[src/rtl/lin_regr_frame_ctrl.sv]
`default_nettype none
// ============================================================================
// Module   : lin_regr_frame_ctrl
// Purpose  : Per-frame sequencer for the linear-regression datapath: forwards
//            mask pixels, issues tabulate, waits for the fit under a watchdog
//            and publishes the latched result. Optional y clip: LIN_REGR_YCLIP_EN.
// Revision : 1.0 - initial release
// ============================================================================
module lin_regr_frame_ctrl #(
  parameter int unsigned MIN_POINTS     = 16,
  parameter int unsigned TIMEOUT_CYCLES = 4096,
  parameter int unsigned Y_LIMIT        = 317
) (
  input  logic               clk_in,
  input  logic               rst_in,
  input  logic [10:0]        x_in,
  input  logic [9:0]         y_in,
  input  logic               pix_valid_in,
  input  logic               frame_end_in,
  output logic [10:0]        regr_x_out,
  output logic [9:0]         regr_y_out,
  output logic               regr_valid_out,
  output logic               regr_tabulate_out,
  output logic               regr_rst_out,
  input  logic signed [17:0] regr_a_in,
  input  logic signed [24:0] regr_b_in,
  input  logic               regr_valid_in,
  output logic signed [17:0] a_out,
  output logic signed [24:0] b_out,
  output logic [20:0]        count_out,
  output logic               result_valid_out,
  output logic               fit_ok_out,
  output logic               timeout_out,
  output logic               overrun_out,
  output logic [15:0]        drop_count_out
);

  localparam int unsigned c_TW         = (TIMEOUT_CYCLES > 1) ? $clog2(TIMEOUT_CYCLES) : 1;
  localparam logic [c_TW-1:0] c_TO_LAST = c_TW'(TIMEOUT_CYCLES - 1);
  localparam logic [20:0] c_MIN_POINTS = 21'(MIN_POINTS);
  localparam int unsigned c_YLIM_CLAMP = (Y_LIMIT > 1024) ? 1024 : Y_LIMIT;
  localparam logic [10:0] c_Y_LIMIT    = 11'(c_YLIM_CLAMP);
`ifdef LIN_REGR_YCLIP_EN
  localparam bit c_YCLIP_EN = 1'b1;
`else
  localparam bit c_YCLIP_EN = 1'b0;
`endif

  typedef enum logic [1:0] {
    S_COLLECT = 2'd0,
    S_TAB     = 2'd1,
    S_WAIT    = 2'd2,
    S_PUBLISH = 2'd3
  } state_t;

  state_t            r_state, w_state_nx;
  logic [20:0]       r_count, w_count_nx;
  logic [c_TW-1:0]   r_wait_cnt, w_wait_nx;
  logic              r_overrun, w_overrun_nx;

  logic              w_pix_ok, w_publish;
  logic [10:0]       w_x_nx;
  logic [9:0]        w_y_nx;
  logic              w_pix_vld_nx, w_tab_nx, w_dp_rst_nx;
  logic signed [17:0] w_a_nx;
  logic signed [24:0] w_b_nx;
  logic [20:0]       w_cnt_out_nx;
  logic              w_res_vld_nx, w_fit_ok_nx, w_to_nx, w_ovr_out_nx;
  logic [15:0]       w_drop_nx;

  assign w_pix_ok = pix_valid_in && (!c_YCLIP_EN || ({1'b0, y_in} < c_Y_LIMIT));

  always_comb begin
    w_state_nx   = r_state;
    w_count_nx   = r_count;
    w_wait_nx    = r_wait_cnt;
    w_overrun_nx = r_overrun;
    w_drop_nx    = drop_count_out;
    w_x_nx       = regr_x_out;
    w_y_nx       = regr_y_out;
    w_pix_vld_nx = 1'b0;
    w_tab_nx     = 1'b0;
    w_dp_rst_nx  = 1'b0;
    w_a_nx       = a_out;
    w_b_nx       = b_out;
    w_cnt_out_nx = count_out;
    w_res_vld_nx = 1'b0;
    w_fit_ok_nx  = fit_ok_out;
    w_to_nx      = timeout_out;
    w_ovr_out_nx = overrun_out;
    w_publish    = 1'b0;

    case (r_state)
      S_COLLECT: begin
        if (w_pix_ok) begin
          w_x_nx       = x_in;
          w_y_nx       = y_in;
          w_pix_vld_nx = 1'b1;
          if (r_count != '1) w_count_nx = r_count + 21'd1;
        end
        if (frame_end_in) w_state_nx = S_TAB;
      end
      S_TAB: begin
        if (r_count != '0) begin
          w_tab_nx   = 1'b1;
          w_wait_nx  = '0;
          w_state_nx = S_WAIT;
        end else begin
          w_publish   = 1'b1;
          w_a_nx      = '0;
          w_b_nx      = '0;
          w_fit_ok_nx = 1'b0;
          w_to_nx     = 1'b0;
          w_state_nx  = S_PUBLISH;
        end
      end
      S_WAIT: begin
        // A result landing on the final watchdog cycle takes priority
        if (regr_valid_in) begin
          w_publish   = 1'b1;
          w_a_nx      = regr_a_in;
          w_b_nx      = regr_b_in;
          w_fit_ok_nx = (r_count >= c_MIN_POINTS);
          w_to_nx     = 1'b0;
          w_state_nx  = S_PUBLISH;
        end else if (r_wait_cnt == c_TO_LAST) begin
          w_publish   = 1'b1;
          w_a_nx      = '0;
          w_b_nx      = '0;
          w_fit_ok_nx = 1'b0;
          w_to_nx     = 1'b1;
          w_dp_rst_nx = 1'b1;
          w_state_nx  = S_PUBLISH;
        end else begin
          w_wait_nx = r_wait_cnt + 1'b1;
        end
      end
      default: begin
        w_count_nx   = '0;
        w_overrun_nx = 1'b0;
        w_state_nx   = S_COLLECT;
      end
    endcase

    // Busy states drop pixels and only remember a premature frame end
    if (r_state != S_COLLECT) begin
      if (w_pix_ok && (drop_count_out != '1)) w_drop_nx = drop_count_out + 16'd1;
      if (frame_end_in) w_overrun_nx = 1'b1;
    end

    if (w_publish) begin
      w_res_vld_nx = 1'b1;
      w_cnt_out_nx = r_count;
      w_ovr_out_nx = r_overrun | frame_end_in;
    end
  end

  always_ff @(posedge clk_in or posedge rst_in) begin
    if (rst_in) begin
      r_state           <= S_COLLECT;
      r_count           <= '0;
      r_wait_cnt        <= '0;
      r_overrun         <= 1'b0;
      regr_x_out        <= '0;
      regr_y_out        <= '0;
      regr_valid_out    <= 1'b0;
      regr_tabulate_out <= 1'b0;
      regr_rst_out      <= 1'b1;
      a_out             <= '0;
      b_out             <= '0;
      count_out         <= '0;
      result_valid_out  <= 1'b0;
      fit_ok_out        <= 1'b0;
      timeout_out       <= 1'b0;
      overrun_out       <= 1'b0;
      drop_count_out    <= '0;
    end else begin
      r_state           <= w_state_nx;
      r_count           <= w_count_nx;
      r_wait_cnt        <= w_wait_nx;
      r_overrun         <= w_overrun_nx;
      regr_x_out        <= w_x_nx;
      regr_y_out        <= w_y_nx;
      regr_valid_out    <= w_pix_vld_nx;
      regr_tabulate_out <= w_tab_nx;
      regr_rst_out      <= w_dp_rst_nx;
      a_out             <= w_a_nx;
      b_out             <= w_b_nx;
      count_out         <= w_cnt_out_nx;
      result_valid_out  <= w_res_vld_nx;
      fit_ok_out        <= w_fit_ok_nx;
      timeout_out       <= w_to_nx;
      overrun_out       <= w_ovr_out_nx;
      drop_count_out    <= w_drop_nx;
    end
  end

endmodule
`default_nettype wire

[config.mk]
export PLATFORM = sky130hd
export DESIGN_NAME = lin_regr_frame_ctrl
export DESIGN_NICKNAME = d
export VERILOG_FILES = /design/src/rtl/lin_regr_frame_ctrl.sv
export SDC_FILE = /design/constraint.sdc
export NUM_CORES = 1
export LEC_CHECK = 0
export BUFFER_PORTS_ARGS = -buffer_cell sky130_fd_sc_hd__buf_4
export CORE_UTILIZATION = 50
export CTS_BUF_LIST = sky130_fd_sc_hd__clkbuf_8
export CTS_CLUSTER_SIZE = 14
export DETAILED_ROUTE_END_ITERATION = 10
export PLACE_DENSITY_LB_ADDON = 0.05
export SLEW_MARGIN = 20
export SYNTH_ARGS = -nofsm -noshare
export SYNTH_HDL_FRONTEND = slang
export SYNTH_SLANG_ARGS = --single-unit
[constraint.sdc]
create_clock -name clk_in -period 6.63 [get_ports clk_in]
set_clock_uncertainty 0.15 [all_clocks]
set_input_delay 0.663 -clock clk_in [delete_from_list [all_inputs] [get_ports clk_in]]
set_output_delay 0.663 -clock clk_in [all_outputs]
set_load 0.03 [all_outputs]
After elaboration in Yosys (flattened, before gate mapping)
Cells that the tools add are included.
{ "totals": {"reg_bits": 144, "output_inout_bits": 108} }
{ "classes": {"n_addsub": 3, "order_cmp": 1, "n_eq_ne": 13, "mux": 41, "bitwise_logic": 2, "n_reduce_logical": 13} }
{ "ops": {"columns": ["cell", "n"], "rows": [
  ["$mux W25", 3],
  ["$mux W18", 3],
  ["$pmux W25 S2", 1],
  ["$mux W21", 2],
  ["$pmux W21 S2", 1],
  ["$mux W12", 3],
  ["$pmux W18 S2", 1],
  ["$pmux W12 S2", 1],
  ["$add A21 B1 Y21 const B", 1],
  ["$ge A21 B5 Y1 const B", 1],
  ["$ne A21 B21 Y1 const B", 1],
  ["$reduce_bool A21 Y1", 1],
  ["$mux W1", 19],
  ["$add A16 B1 Y16 const B", 1],
  ["$ne A16 B16 Y1 const B", 1],
  ["$ne A2 B2 Y1 const B", 7],
  ["$add A12 B1 Y12 const B", 1],
  ["$eq A12 B12 Y1 const B", 1],
  ["$mux W2", 3],
  ["$pmux W1 S2", 3],
  ["$pmux W2 S3", 1],
  ["$reduce_and A2 Y1", 3],
  ["$reduce_and A3 Y1", 2],
  ["$reduce_and A4 Y1", 1],
  ["10 further kinds", 11]
]} }

Depth between registers and ports, before layout
{ "logic_depth": {"word_depth": 5, "depth_mapped": 8, "depth_no_buf": 7} }

Worst setup path after synthesis
Ideal clock, no wire load.
{ "synth_path": {"path_type": "register to register", "start": "register r_state[0]", "end": "register count_out[0]", "setup_time_ns": 0.125, "arrival_time_ns": 1.925, "path_slack_ns": 4.430, "stages_incl_launch_ff": 9, "n_path_buf": 1, "period_less_slack_ns": 2.200, "cell_sequence": "dfrtp_1 inv_1 ha_1 inv_1 or4_1 nand2_1 o21ai_2 buf_6 mux2_2"} }
{ "synth_between": {"elab_chain_len": 2, "word_cells_on_any_way": 3, "classes_between": "eq/ne: 2; mux: 1"} }
{ "synth_lines": {"columns": ["element", "line_no", "rtl"], "rows": [
  ["start: declaration", "56", "state_t r_state, w_state_nx;"],
  ["start signal: assignment", "178", "r_state <= w_state_nx;"],
  ["$eq A2 B2 Y1 or $eq A2 B1 Y1 (tied branches)", "93", "case (r_state)"],
  ["$pmux W1 S2 (*)", "93", null],
  ["end signal: assignment", "189", "count_out <= w_cnt_out_nx;"],
  ["end: declaration", "30", "output logic [20:0] count_out,"]
]} }
Mark *: on every way between the ends. The rest lies on a longest branch, timed or not.
A chain may end at the register's enable or synchronous reset.

Final worst setup path
{ "layout_path": {"start": "register r_state[0]", "end": "register b_out[12]"} }
{ "layout_between": {"elab_chain_len": 3, "word_cells_on_any_way": 7, "classes_between": "eq/ne: 4; mux: 1; reduce/logical: 2"} }
{ "layout_lines": {"columns": ["element", "line_no", "rtl"], "rows": [
  ["$eq A2 B2 Y1 or $eq A2 B1 Y1 (tied branches)", "93", null],
  ["$ne A3 B3 Y1 (no source line), or another cell as far along", null, null],
  ["$reduce_and A3 Y1 (no source line)", null, null],
  ["end signal: assignment", "188", "b_out <= w_b_nx;"],
  ["end: declaration", "29", "output logic signed [24:0] b_out,"]
]} }
Parallel ways exist; a longest one is shown, timed or not.

==> metrics <==
Setup Viol. Count Final 0; DR vias 5289; Post-Syn Instances 581; Synth cell types 66; DR pass1 iterations 5; Period minus WS final 2.83 ns; number of synthesized flops with an enable pin 0; DP Wirelength 11.1 mm; top-count cell post-synth dfrtp_1; Yosys top cell area share 0.523; GRT Overall Usage 0.232; num rows 42; post-route setup slack 3.80 ns; grt ovf 0; critical-path maximum fanout 50; port bufs 176; CTS-repair resized insts 0; reg-to-reg endpoint b_out[12]$_DFFE_PP0P_; core box area 0.0133 mm^2; post-DR vias/cell 5.66; final setup TNS 0 ns; Crit Path Category reg2reg; Ant. Diodes 0; antenna violations before repair 0; outcome complete, no violations; Max-Cap Viols 0; CP Launch Type register; Switching Fraction 0.408; endpoints failing hold 0; WL/cell 16.8 um; crit path DAT 3.01 ns; H-tree depth 4; Main synth FF type dfrtp_1; gpl congestion 0.870; Worst R2R Path Depth 8; worst reg-to-reg setup slack 3.80 ns; Yosys warnings 0; TritonCTS Buffers 17; register area share after synthesis 0.527; Int Pwr 2.27 mW; sequential share of power 0.339; fin crit share 0.427; Yosys reg bits 144; mapped cell area 0.00684 mm^2; first-pass GRT wire length 25.8 mm; Logic pwr share 0.468; Nets 824; Ports 177; Clock Latency Late Sink 0.45 ns; chip height 119 um; vias in the first global route 4964; RSZ-0062 raised after global routing false; worst slew pin tran 0.882 ns; NetSw 1.57 mW; setup repair bufs after CTS 0; worst vdd ir 0.000267 V; Req. time, crit path 6.81 ns; Num Clock Sinks 144; RR Startpoint r_state[0]$_DFFE_PP0P_; relative slew slack 0.408; CTS Hold Bufs 0; largest net degree at the start of global routing 86; top cells by count, synth dfrtp_1 (143), mux2_2 (82), and3_1 (46), nand2_1 (31), nor2_1 (26); Post-route DRC 0; initial drt markers 273; min-delay worst type in2async; syn_nets 659; fraction of layout cells with a size suffix above 1 0.420; PwrDens 443 mW/mm^2; Layout fillers 1105; leak pwr 4.41 nW; Max Freq 353 MHz; Die ar. 0.0142 mm^2; post-placement setup slack 3.81 ns; worst-case clock buffer depth 2; Initial Util 0.514; DRT Wirelength 15.7 mm; CTS tree yes; Mapped Avg Cell Area 11.8 um^2; Yosys top cell by area dfrtp_1; crit end category register; chip width 119 um; clock root cell clkbuf_8; Area growth syn-to-layout 26.7%; Reg clk slew, reported paths 0.08 ns; Clk pwr share 0.193; async set-reset flop share out of synthesis 1.00; post-route ant nets 0; most area-consuming cells after synthesis dfrtp_1 (52%), mux2_2 (13%), and3_1 (4.2%); Pins Over Slew Limit 0
[registers in the layout, indices dropped and copies added, names as in the netlist]
register,flops
regr_x_out,11
count_out,21
result_valid_out,1
regr_valid_out,1
regr_tabulate_out,1
r_state,2
r_count,21
r_wait_cnt,12
overrun_out,1
fit_ok_out,1
regr_rst_out,1
a_out,18
regr_y_out,10
b_out,25
timeout_out,1
drop_count_out,16
r_overrun,1
[power by group through the flow]
stage / logic, mW / registers, mW / clock network (mW)
floorplan: 0.787 / 1.75 / 0
global placement: 1.78 / 1.29 / 0
detailed placement: 1.81 / 1.31 / 0
CTS: 1.81 / 1.30 / 0.760
global route: 1.91 / 1.33 / 0.797
finish: 1.80 / 1.30 / 0.741
[stage by stage]
stage | std cells | utilization | cell area, um^2 | power [mW] | hold slack, ns
5_1_grt | 935 | 0.652 | 8670 | 4.04 | 0.140
6_report | 935 | 0.652 | 8670 | 3.84 | 0.115
4_1_cts | 935 | 0.652 | 8670 | 3.87 | 0.116
2_1_floorplan | 581 | - | 6840 | 2.54 | 0.314
3_3_place_gp | 903 | 0.619 | 8230 | 3.07 | 0.327
3_5_place_dp | 903 | 0.619 | 8230 | 3.12 | 0.334
[cell families after synthesis]
group | share of synthesized area
AO/OA/AOI/OAI | 0.0754
XOR/XNOR | 0.0295
adder cells (fa/ha/maj) | 0.0165
buffers and inverters | 0.0388
flip-flops | 0.527
multiplexers | 0.149
AND/OR/NAND/NOR | 0.164
[worst max-delay path, stage by stage, from the launching register on]
cell     delay, ns
dfrtp_1       0.43
inv_1         0.10
ha_1          0.14
buf_4         0.36
nor2b_1       0.39
o21ai_4       0.14
o21ai_4       0.08
buf_4         0.49
mux2_2        0.41
[layer usage]
metal | up-vias | GRT usage | routed length [um]
li1 | 2439 | - | -
met1 | 2622 | 0.304 | 6610
met2 | 204 | 0.379 | 7820
met3 | 24 | 0.0517 | 976
met4 | 0 | 0.0862 | 315
met5 | - | 0 | 0
[cell usage in the layout (no fill, tap or decap), drive strengths merged, types with 3 or more instances in the layout]
master / netlist / layout
and4: 3 / 3
clkbuf: 22 / 19
dfrtp: 143 / 143
nor3: 4 / 4
a211oi: 4 / 4
xor2: 9 / 9
mux2i: 3 / 3
buf: 11 / 179
nand4: 15 / 15
ha: 9 / 9
mux2: 88 / 88
clkinv: 0 / 4
a21oi: 18 / 18
bufinv: 0 / 4
or2: 4 / 4
o211ai: 5 / 5
or4: 10 / 10
nor4: 14 / 14
nand2: 31 / 31
nor2: 27 / 27
and3: 47 / 47
nand3: 15 / 15
o21ai: 15 / 15
inv: 22 / 25
o31ai: 8 / 8
or3: 5 / 5
a31o: 4 / 4
xnor2: 14 / 14
[how the worst max path moves through the flow]
stage	slack (ns)	from	to
6_report	3.80	r_state[0]$_DFFE_PP0P_	b_out[12]$_DFFE_PP0P_
5_1_grt	3.58	r_state[0]$_DFFE_PP0P_	b_out[13]$_DFFE_PP0P_
4_1_cts	3.80	r_state[0]$_DFFE_PP0P_	b_out[12]$_DFFE_PP0P_
3_5_place_dp	3.81	r_state[0]$_DFFE_PP0P_	b_out[16]$_DFFE_PP0P_
3_3_place_gp	3.73	r_state[0]$_DFFE_PP0P_	count_out[12]$_DFFE_PP0P_
2_1_floorplan	1.95	rst_in	a_out[0]$_DFFE_PP0P_
[area by class of cell]
type                            instances  area, um^2  share of cell area
Multi-Input combinational cell        382        2980               0.343
Timing Repair Buffer                  179        1350               0.155
Clock inverter                         13         170              0.0196
Clock buffer                           19         262              0.0302
Sequential cell                       144        3600               0.416
Tap cell                              176         220              0.0254
Inverter                               22        87.6              0.0101
Power figures use the tool's default switching activity.
